**config.mk**
```make
export PLATFORM = sky130hd
export DESIGN_NAME = param_multiplier
export DESIGN_NICKNAME = d
export VERILOG_FILES = /design/src/rtl/mult_pkg.sv /design/src/rtl/param_multiplier.sv
export SDC_FILE = /design/constraint.sdc
export NUM_CORES = 1
export LEC_CHECK = 0
export BUFFER_PORTS_ARGS = -buffer_cell sky130_fd_sc_hd__buf_2
export CAP_MARGIN = 20
export CORE_ASPECT_RATIO = 0.9
export CORE_MARGIN = 2
export CORE_UTILIZATION = 55
export CTS_BUF_LIST = sky130_fd_sc_hd__clkbuf_8 sky130_fd_sc_hd__clkbuf_16
export CTS_CLUSTER_DIAMETER = 60
export DETAILED_ROUTE_END_ITERATION = 7
export PLACE_DENSITY = 0.84
export SYNTH_ARGS = -nofsm -noshare
export SYNTH_HDL_FRONTEND = slang
export SYNTH_SLANG_ARGS = --single-unit
```
**constraint.sdc**
```tcl
create_clock -name clk -period 4.71 [get_ports clk]
set_input_delay 0.471 -clock clk [delete_from_list [all_inputs] [get_ports clk]]
set_output_delay 0.471 -clock clk [all_outputs]
set_load 0.01 [all_outputs]
```
**src/rtl/mult_pkg.sv**
```systemverilog
// Shared types and helpers for the sequential shift-add multiplier.
// Holds the FSM state encoding and the operand-magnitude helper.
package mult_pkg;

    typedef enum logic [1:0] {
        IDLE = 2'd0,
        CALC = 2'd1,
        DONE = 2'd2
    } state_t;

    // Widest operand the magnitude helper supports.
    localparam int MAX_W = 64;

    // Magnitude of a width-bit value held zero-extended in MAX_W bits.
    // -2^(width-1) maps to 2^(width-1), which still fits in width unsigned bits.
    function automatic logic [MAX_W-1:0] abs_w(input logic [MAX_W-1:0] value,
                                               input int              width,
                                               input logic            mode);
        logic [MAX_W-1:0] mask;
        logic [MAX_W-1:0] mag;
        mask = (width >= MAX_W) ? '1 : ((MAX_W'(1) << width) - MAX_W'(1));
        if (mode && value[width-1])
            mag = (~value + MAX_W'(1)) & mask;
        else
            mag = value & mask;
        return mag;
    endfunction

endpackage

```
**src/rtl/param_multiplier.sv**
```systemverilog
// Parametrised shift-add multiplier with optional two's-complement mode.
// Fixed WIDTH-cycle latency; result and ready hold until the next accepted start.
module param_multiplier
    import mult_pkg::*;
#(
    parameter int WIDTH     = 4,
    parameter bit SIGNED_EN = 1'b1
) (
    input  logic               clk,
    input  logic               reset,
    input  logic               start,
    input  logic               signed_mode,
    input  logic [WIDTH-1:0]   a,
    input  logic [WIDTH-1:0]   b,
    output logic [2*WIDTH-1:0] res,
    output logic               ready,
    output logic               busy,
    output logic [1:0]         state_dbg
);

    localparam int CW = $clog2(WIDTH + 1);
    localparam int PW = 2 * WIDTH;

    // Handshake: start is accepted on any rising edge while not in CALC;
    // ready marks res valid and stays high until the next accepted start.
    state_t           state;
    state_t           state_next;
    logic [WIDTH-1:0] mcand;
    logic [WIDTH-1:0] mplier;
    logic             neg;
    logic [PW-1:0]    acc;
    logic [CW-1:0]    cnt;

    logic             mode_in;
    logic             launch;
    logic             last_step;
    logic [WIDTH-1:0] a_mag;
    logic [WIDTH-1:0] b_mag;
    logic [CW-1:0]    shamt;
    logic [PW-1:0]    addend;
    logic [PW-1:0]    acc_step;

    always_comb begin
        mode_in   = signed_mode & SIGNED_EN;
        a_mag     = WIDTH'(abs_w(MAX_W'(a), WIDTH, mode_in));
        b_mag     = WIDTH'(abs_w(MAX_W'(b), WIDTH, mode_in));
        launch    = (state != CALC) && start;
        last_step = (state == CALC) && (cnt == CW'(1));
        // Partial product weight grows by one bit per step as cnt counts down.
        shamt     = CW'(WIDTH) - cnt;
        addend    = mplier[0] ? (PW'(mcand) << shamt) : '0;
        acc_step  = acc + addend;
    end

    always_comb begin
        state_next = state;
        case (state)
            IDLE:    if (start) state_next = CALC;
            CALC:    if (cnt == CW'(1)) state_next = DONE;
            DONE:    if (start) state_next = CALC;
            default: state_next = IDLE;
        endcase
    end

    always_comb begin
        ready     = (state == DONE);
        busy      = (state == CALC);
        state_dbg = state;
    end

    always_ff @(posedge clk or posedge reset) begin
        if (reset)
            state <= IDLE;
        else
            state <= state_next;
    end

    always_ff @(posedge clk or posedge reset) begin
        if (reset) begin
            mcand  <= '0;
            mplier <= '0;
            neg    <= 1'b0;
            acc    <= '0;
            cnt    <= '0;
            res    <= '0;
        end else if (launch) begin
            mcand  <= a_mag;
            mplier <= b_mag;
            neg    <= mode_in & (a[WIDTH-1] ^ b[WIDTH-1]);
            acc    <= '0;
            cnt    <= CW'(WIDTH);
        end else if (state == CALC) begin
            acc    <= acc_step;
            mplier <= mplier >> 1;
            cnt    <= cnt - CW'(1);
            if (last_step)
                res <= neg ? (~acc_step + PW'(1)) : acc_step;
        end
    end

endmodule

```
---- Word level (Yosys, flattened, before mapping) ----
Cells that the tools add are included.
cells by class
  add/sub/neg operators ................... 6
  equal/unequal tests ..................... 6
  shifts and indexed selects .............. 1
  muxes and demuxes ....................... 13
  bitwise gates (word level) .............. 6
  reductions and logical operators ........ 9
operator list
  kind                                                    number
  two-way mux 8 bit                                       4
  two-way mux 4 bit                                       4
  adder 4 x 1 -> 4 bit (second input constant)            2
  adder 8 x 1 -> 8 bit (second input constant)            1
  adder 8 bit                                             1
  NOT 4 bit                                               2
  NOT 8 bit                                               1
  << shifter 4 x 3 -> 8 bit                               1
  two-way mux 3 bit                                       2
  inequality test 2 x 1 -> 1 bit (second input constant)  3
  logical AND 1 bit                                       4
  two-way mux 2 bit                                       2
  case mux 2 bit (2 select lines)                         1
  == test 3 x 1 -> 1 bit (second input constant)          1
  AND reduction 3 bit                                     1
  subtractor 3 x 1 -> 3 bit (second input constant)       1
  subtractor 3 bit (first input constant)                 1
  == test 2 x 1 -> 1 bit (second input constant)          1
  == test 2 bit (second input constant)                   1
  zero test 2 bit                                         1
  AND reduction 2 bit                                     1
  nonzero test 2 bit                                      1
  OR reduction 2 bit                                      1
  bitwise AND 1 bit                                       1
  other kinds (2)                                         2
word-level totals
  bits in registers ....................... 30
  input bits .............................. 12

---- Longest topological paths before layout ----
Gate-level depths: netlist of the first run.
  depth after elaboration ................. 7
  depth in mapped cells ................... 15
  gate-level depth less buffers ........... 13

---- Worst setup path after synthesis of the first run ----
No wires, ideal clock.
  path kind ............................... register -> register
  from .................................... register cnt[0]
  to ...................................... register res[7]
  setup time .............................. 125 ps
  arrival time ............................ 3499 ps
  required time ........................... 4585 ps
  setup slack ............................. 1086 ps
  stages on the path, launching flop included .. 16
  cell sequence ........................... dfrtp_1 buf_2 inv_1 ha_1 clkbuf_1 mux2i_1 nor2_1 a311o_1 and3_1 ha_1 o21ai_0 or2_1 o311ai_1 o31ai_2 xnor2_1 mux2_4
on the way
  word-level cells in the longest chain between the ends .. 7
  elaborated cells between the ends (all ways) .. 10
ends and longest elaborated chain
  what                       line                    text
  start: declaration         param_multiplier.sv:32  logic [CW-1:0] cnt;
  start signal: assignment   param_multiplier.sv:91  cnt <= CW'(WIDTH);
  start signal: assignment   param_multiplier.sv:95  cnt <= cnt - CW'(1);
  subtractor 3 bit           param_multiplier.sv:50  shamt = CW'(WIDTH) - cnt;
  << shifter 4 x 3 -> 8 bit  param_multiplier.sv:51  addend = mplier[0] ? (PW'(mcand) << shamt) : '0;
  two-way mux 8 bit          param_multiplier.sv:51
  adder 8 bit                param_multiplier.sv:52  acc_step = acc + addend;
  NOT 8 bit                  param_multiplier.sv:97  res <= neg ? (~acc_step + PW'(1)) : acc_step;
  adder 8 x 1 -> 8 bit       param_multiplier.sv:97
  two-way mux 8 bit          param_multiplier.sv:97
  end signal: assignment     param_multiplier.sv:97
  end: declaration           param_multiplier.sv:15  output logic [2*WIDTH-1:0] res,
Parallel ways exist; a longest one is shown, timed or not.
A chain may end at the register's enable or synchronous reset.

---- Final worst setup path of the first run ----
Same ends and word-level chain as after synthesis.

==> metrics.csv, run 1 <==
stage,metric,value,unit
route,drtIter0Drc,54,
placed_design,post-dp-hpwl,3110,um
sta,tns,0,ns
grt,grt-ovfl-total,0,
route,vias,1653,
sta,hold_viol,0,
critical_path,crit-reg2reg-capture,res[7]$_DFFE_PP0P_,
logic_synthesis,ys.flop_type,dfrtp_1,
logic_synthesis,synthesis.area,0.00201,sq mm
die,die_x,67.8,um
logic_synthesis,yosys_warnings,0,
clock_network,cts_tree,yes,
clock_network,cts_hold_buf,0,
power_and_ir_drop,ir_drop,0.434,mV
hold_path,hp-class,input port to asynchronous set/reset pin,
route,first_pass_iters,5,
clock_network,path_clk_slew,0.06,ns
route,post-route-drc-count,0,
logic_synthesis,netlist_instances,225,
clock_network,cts_buffers,5,
critical_path,end_kind,register,
die,start_util,58.3,%
critical_path,r2r_cells,13,
grt,grt_pass1_vias,1526,
sta,max_freq,253,MHz
cells_and_area,drive_gt1_share,15.9,%
sta,period_share,84.0,%
route,routed.top_layer,met4,
power_and_ir_drop,power.leakage,1.09,nW
status,status,finished clean,
critical_path,r2r-start,cnt[0]$_DFFE_PP0P_,
grt,grt_max_degree,31,
sta,drv_slew,0,
clock_network,cts_sinks,30,
logic_synthesis,synth_edf_count,0,
placed_design,place_ws,0.829,ns
die,io_pins,24,
critical_path,critPathKind,register to register,
sta,rsz0062_at_grt,no,
logic_synthesis,ys_seq_area_share,37.3,%
logic_synthesis,syn_nets,250,
sta,relSlewSlack,59.1,%
critical_path,cp.arrival,4.13,ns
route,met2WireLength,1960,um
route,drtAntennaViolNets,0,
cells_and_area,syn2layout_area_growth,9.81,%
grt,antenna_found_initial,0,
route,wl,4160,um
cells_and_area,multi_input_area,0.00116,sq mm
clock_network,htree_levels,2,
route,viasPerCell,5.72,
die,dieArea,0.00416,sq mm
sta,setup_viol,0,
route,wl_met3,143,um
die,die_h,61.4,um
logic_synthesis,ys_types,47,
clock_network,insertion_delay,0.28,ns
clock_network,cts_resized,0,
logic_synthesis,synthArstFlopShare,100,%
route,met1_length,1970,um
logic_synthesis,ys_ff_latch,30,
critical_path,critPathLaunchType,register,
power_and_ir_drop,powerDensity,721,mW/mm^2
sta,min_period,3.96,ns
critical_path,crit_required,4.88,ns
power_and_ir_drop,finalPower,0.00159,W
job,maxCapViolCount,0,
die,rows,20,
cells_and_area,diodes,0,
cells_and_area,num-nets-final,271,
placed_design,portBuffers,23,
die,core_area,0.00345,sq mm
grt,grt.total_usage,22.9,%
placed_design,gp_congestion,0.887,
clock_network,ctsLongestPathBuffers,2,
cells_and_area,nFillCells,285,
sta,fin_worst_skew,0.00422,ns
clock_network,cts_setup_buffers,0,
critical_path,crit_fanout,11,
critical_path,rrSetupSlack,0.75,ns
route,wl_per_cell,14.4,um
clock_network,clockRootBuffer,clkbuf_8,
logic_synthesis,syn_avg_cell_area,8.95,sq um
sta,tightest_slew,0.604,ns
sta,fin_ws,0.751,ns
cells_and_area,seq_area,751,sq um
grt,grt_pass1_wl,6990,um
cells in the final DEF (no fill, tap or decap), types with 3 or more instances in the layout:
cell type  synthesis  layout
buf_2              1      23
dfrtp_1           30      30
a21oi_1            7       7
a211oi_1           3       3
inv_1             12      12
ha_1              12      12
nor3_1             3       3
mux2_2             3       3
xor2_1             7       7
nand2_1           30      30
nand3_1           11      11
nor2b_1            5       5
nor2_1            14      14
xnor2_1            6       6
a21o_1             5       5
and3_1             4       4
mux2i_1            6       6
clkbuf_8           0       6
o21ai_0           26      26
per-layer routing:
| layer | track usage, % | up-vias |
|---|---|---|
| li1 | - | 833 |
| met1 | 29.8 | 782 |
| met2 | 37.8 | 29 |
| met3 | 4.94 | 9 |
| met4 | 8.86 | 0 |
| met5 | 0 | - |
report_power, final:
part	total [W]	internal [W]	leakage, nW	switching, W
clock network	0.000204	0.000112	0.0431	0.0000914
logic	0.000917	0.000390	0.671	0.000526
registers	0.000474	0.000372	0.378	0.000103
worst max-delay path, stage by stage, from the launching register on:
cell,delay (ns)
dfrtp_1,0.57
inv_1,0.14
ha_1,0.55
mux2i_1,0.23
nor2_1,0.06
a311o_1,0.26
and3_1,0.20
ha_1,0.38
o21ai_0,0.13
or2_1,0.25
o311ai_1,0.53
o31ai_2,0.16
xnor2_1,0.14
mux2_4,0.26
Yosys cell counts, drive strengths merged, types with 2 or more instances:
cell type	number	area (sq um)
nor2	14	52.6
clkbuf	7	26.3
a21o	5	37.5
xnor2	6	52.6
nand2	30	113
nor2b	5	31.3
a21oi	7	35.0
or3	2	12.5
inv	12	45.0
and2	4	27.5
buf	3	36.3
a211oi	3	22.5
mux2	4	48.8
nand3	11	55.1
xor2	7	61.3
nor3	3	15.0
a31oi	2	12.5
mux2i	6	60.1
ha	12	150
o21ai	26	130
o31ai	3	27.5
and3	4	25.0
dfrtp	30	751
kinds of logic after synthesis:
| logic type | count (synthesis) | synth area share [%] |
|---|---|---|
| AO/OA/AOI/OAI | 59 | 18.9 |
| XOR/XNOR | 13 | 5.65 |
| adder cells (fa/ha/maj) | 13 | 8.45 |
| buffers and inverters | 22 | 5.34 |
| flip-flops | 30 | 37.3 |
| multiplexers | 11 | 6.52 |
| AND/OR/NAND/NOR | 77 | 17.8 |
state kept, by name, indices dropped and copies added, names as in the netlist:
register	cells
acc	8
res	8
mcand	4
mplier	4
cnt	3
state_dbg	2
neg	1
final cells by class:
class,count,area share [%]
inverters,12,2.04
multi-input cells,173,52.3
clock buffers,6,3.73
well taps,44,2.49
flip-flops and latches,30,33.9
repair buffers,24,5.54
metrics by stage:
| step | cell area, sq um | instances | hold slack (ns) | util [%] |
|---|---|---|---|---|
| 2_1_floorplan | 2010 | 225 | 0.445 | - |
| 3_3_place_gp | 2130 | 283 | 0.464 | 61.7 |
| 3_5_place_dp | 2130 | 283 | 0.458 | 61.7 |
| 4_1_cts | 2210 | 289 | 0.262 | 64.1 |
| 5_1_grt | 2210 | 289 | 0.298 | 64.1 |
| 6_report | 2210 | 289 | 0.250 | 64.1 |
worst max-delay path by stage:
stage | slack, ns | cells past startpoint | start | end
floorplan | 1.09 | 15 | cnt[0]$_DFFE_PP0P_ | res[7]$_DFFE_PP0P_
global placement | 0.85 | 13 | cnt[0]$_DFFE_PP0P_ | res[7]$_DFFE_PP0P_
detailed placement | 0.83 | 13 | cnt[0]$_DFFE_PP0P_ | res[7]$_DFFE_PP0P_
CTS | 0.76 | 13 | cnt[0]$_DFFE_PP0P_ | res[7]$_DFFE_PP0P_
global route | 0.44 | 13 | cnt[0]$_DFFE_PP0P_ | res[7]$_DFFE_PP0P_
finish | 0.75 | 13 | cnt[0]$_DFFE_PP0P_ | res[7]$_DFFE_PP0P_
(Power assumes the default switching activity.)
==> inputs of run 2 (changes only) <==
ABC_AREA = 1   (was unset)
CORE_UTILIZATION = 52   (was 55)
PLACE_DENSITY = 0.83   (was 0.84)
clock period = 3.5 ns   (was 4.71 ns; I/O delays follow)
==> metrics.csv, run 2 <==
stage,metric,value,unit
cells_and_area,final_util,62.4,%
die,core_area,0.00368,sq mm
route,viasPerCell,5.22,
sta,fin_worst_skew,0.00635,ns
sta,fin_ws,0.405,ns
route,vias,1815,
critical_path,rrSetupSlack,0.40,ns
die,die_x,68.8,um
logic_synthesis,muxShareOfSynthArea,0,%
clock_network,cts_buffers,5,
clock_network,path_clk_slew,0.07,ns
route,drtIter0Drc,90,
cells_and_area,nFillCells,334,
die,rows,21,
clock_network,cts_resized,0,
logic_synthesis,ys_types,29,
sta,max_freq,323,MHz
critical_path,crit_family,simple AND/OR/NAND/NOR gates,
route,first_pass_iters,4,
critical_path,end_kind,register,
grt,grt_pass1_wl,7580,um
logic_synthesis,synthesis.area,0.00197,sq mm
critical_path,crit_required,3.73,ns
hold_path,hp-class,input port to asynchronous set/reset pin,
route,drtAntennaViolNets,0,
route,post-route-drc-count,0,
sta,hold_viol,0,
logic_synthesis,synth_top_area_share,38.2,%
logic_synthesis,ys_seq_area_share,38.2,%
cells_and_area,final_common_cell,nand2_1,
critical_path,cp_slowest_stage_delay,0.49,ns
sta,setup_viol,0,
logic_synthesis,synth-xor-area-share,2.16,%
sta,tns,0,ns
grt,grt_pass1_vias,1806,
cells_and_area,most-common-layout-cells,"nand2_1 (74), inv_1 (44), dfrtp_1 (30)",
placed_design,place_ws,0.438,ns
sta,drv_slew,0,
clock_network,htree_levels,2,
logic_synthesis,syn_avg_cell_area,7.20,sq um
placed_design,portBuffers,23,
cells_and_area,syn2layout_area_growth,16.7,%
critical_path,cpMaxStageDelayCell,dfrtp_1,
logic_synthesis,syn_nets,298,
die,start_util,53.4,%
cells_and_area,num-nets-final,326,
placed_design,post-dp-hpwl,3390,um
clock_network,cts_hold_buf,0,
sta,tightest_slew,0.577,ns
logic_synthesis,synthSimpleGateAreaFrac,27.4,%
logic_synthesis,synth-compound-area-share,14.1,%
critical_path,critPathBufInv,4,
power_and_ir_drop,ir_drop,0.502,mV
logic_synthesis,yosys_warnings,0,
die,dieArea,0.00429,sq mm
logic_synthesis,yosysTopAreaCell,dfrtp_1,
cells_and_area,diodes,0,
sta,period_share,88.4,%
sta,min_period,3.10,ns
die,io_pins,24,
logic_synthesis,synthAdderAreaFrac,8.66,%
grt,grt-ovfl-total,0,
critical_path,crit_fanout,10,
sta,hold_ws,0.0982,ns
logic_synthesis,ys_ff_latch,30,
grt,grt.total_usage,23.5,%
critical_path,crit-reg2reg-capture,res[7]$_DFFE_PP0P_,
power_and_ir_drop,powerDensity,952,mW/mm^2
critical_path,cp.arrival,3.33,ns
clock_network,ctsLongestPathBuffers,2,
route,wl_per_cell,12.4,um
logic_synthesis,synth.area.top_cells,"dfrtp_1 (38%), nand2_1 (14%), inv_1 (8.4%)",
logic_synthesis,synth_edf_count,0,
sta,relSlewSlack,61.3,%
status,status,finished clean,
die,die_h,62.3,um
cells_and_area,drive_gt1_share,12.6,%
power_and_ir_drop,power.leakage,1.23,nW
placed_design,gp_congestion,0.906,
critical_path,r2r-start,cnt[0]$_DFFE_PP0P_,
clock_network,clockRootBuffer,clkbuf_8,
critical_path,r2r_cells,19,
logic_synthesis,synth.top_cells.by_count,"nand2_1 (74), inv_1 (44), dfrtp_1 (30), o21ai_0 (27), nor2_1 (23)",
logic_synthesis,synthArstFlopShare,100,%
grt,grt_max_degree,20,
critical_path,crit_path_cell_trace,inv_1 > ha_1 > xor2_2 > nor2_1 > inv_1 > nor2_1 > ha_1 > fa_1 > inv_1 > nand2_1 > nor2_1 > nand3_1 > nor2_1 > nand3_1 > nand2_1 > inv_1 > nand2_1 > nand3_1 > nand2_1,
clock_network,cts_sinks,30,
critical_path,critPathLaunchType,register,
sta,rsz0062_at_grt,no,
clock_network,insertion_delay,0.29,ns
grt,antenna_found_initial,0,
logic_synthesis,ys.flop_type,dfrtp_1,
clock_network,cts_setup_buffers,0,
logic_synthesis,netlist_instances,273,
logic_synthesis,yosysMostFrequentCell,nand2_1,
critical_path,critPathKind,register to register,
job,maxCapViolCount,0,
cells_and_area,reg_top3,"acc: 8 flops, res: 8 flops",
route,wl,4330,um
clock_network,cts_tree,yes,
logic_synthesis,synth_top_family_by_area,simple AND/OR/NAND/NOR gates,
## run 2: cell count changes after synthesis, sizes merged, moves of 5 or more
cell	previous run	this run
nor2b	5	0
nand3	11	20
clkbuf	7	1
xnor2	6	1
o22ai	1	6
a21o	5	0
mux2i	6	0
inv	12	46
nor2	14	25
nand2	30	74
## run 2: stage by stage
stage / instance area, sq um / total power [W] / instances
2_1_floorplan: 1970 / 0.00144 / 273
3_3_place_gp: 2120 / 0.00169 / 339
3_5_place_dp: 2150 / 0.00173 / 340
4_1_cts: 2290 / 0.00218 / 348
5_1_grt: 2290 / 0.00240 / 348
6_report: 2290 / 0.00218 / 348
## run 2: worst max path at each step
| stage | from | to | slack, ns | cells past startpoint |
|---|---|---|---|---|
| floorplan | cnt[0]$_DFFE_PP0P_ | res[7]$_DFFE_PP0P_ | 0.71 | 19 |
| global placement | cnt[0]$_DFFE_PP0P_ | res[7]$_DFFE_PP0P_ | 0.57 | 18 |
| detailed placement | cnt[0]$_DFFE_PP0P_ | res[7]$_DFFE_PP0P_ | 0.44 | 19 |
| CTS | cnt[0]$_DFFE_PP0P_ | res[7]$_DFFE_PP0P_ | 0.39 | 19 |
| global route | cnt[0]$_DFFE_PP0P_ | res[7]$_DFFE_PP0P_ | 0.04 | 19 |
| finish | cnt[0]$_DFFE_PP0P_ | res[7]$_DFFE_PP0P_ | 0.40 | 19 |
## run 2: area by class of cell
| type | instances | area (sq um) | area share, % |
|---|---|---|---|
| Clock buffer | 6 | 82.6 | 3.60 |
| Multi-Input combinational cell | 194 | 1030 | 44.8 |
| Clock inverter | 2 | 60.1 | 2.62 |
| Timing Repair Buffer | 24 | 143 | 6.22 |
| Tap cell | 46 | 57.6 | 2.51 |
| Inverter | 46 | 173 | 7.52 |
| Sequential cell | 30 | 751 | 32.7 |
## run 2: kinds of logic (layout without fill, tap and decap cells)
logic type / count (synthesis) / after routing
AO/OA/AOI/OAI: 49 / 49
XOR/XNOR: 4 / 4
adder cells (fa/ha/maj): 13 / 13
buffers and inverters: 49 / 78
flip-flops: 30 / 30
AND/OR/NAND/NOR: 128 / 128
## run 2: routing by layer
| layer | global-route usage (%) | share of wire (%) | vias to the layer above |
|---|---|---|---|
| met5 | 0 | 0 | - |
| met1 | 32.3 | 49 | 816 |
| li1 | - | - | 950 |
| met3 | 8.51 | 5.3 | 10 |
| met4 | 7.60 | 2.2 | 0 |
| met2 | 34.4 | 43 | 39 |
## run 2: power by group
| group | total, W | internal [W] | switching (W) |
|---|---|---|---|
| registers | 0.000606 | 0.000491 | 0.000115 |
| clock network | 0.000441 | 0.000304 | 0.000138 |
| logic | 0.00114 | 0.000387 | 0.000748 |
| total | 0.00218 | 0.00118 | 0.00100 |
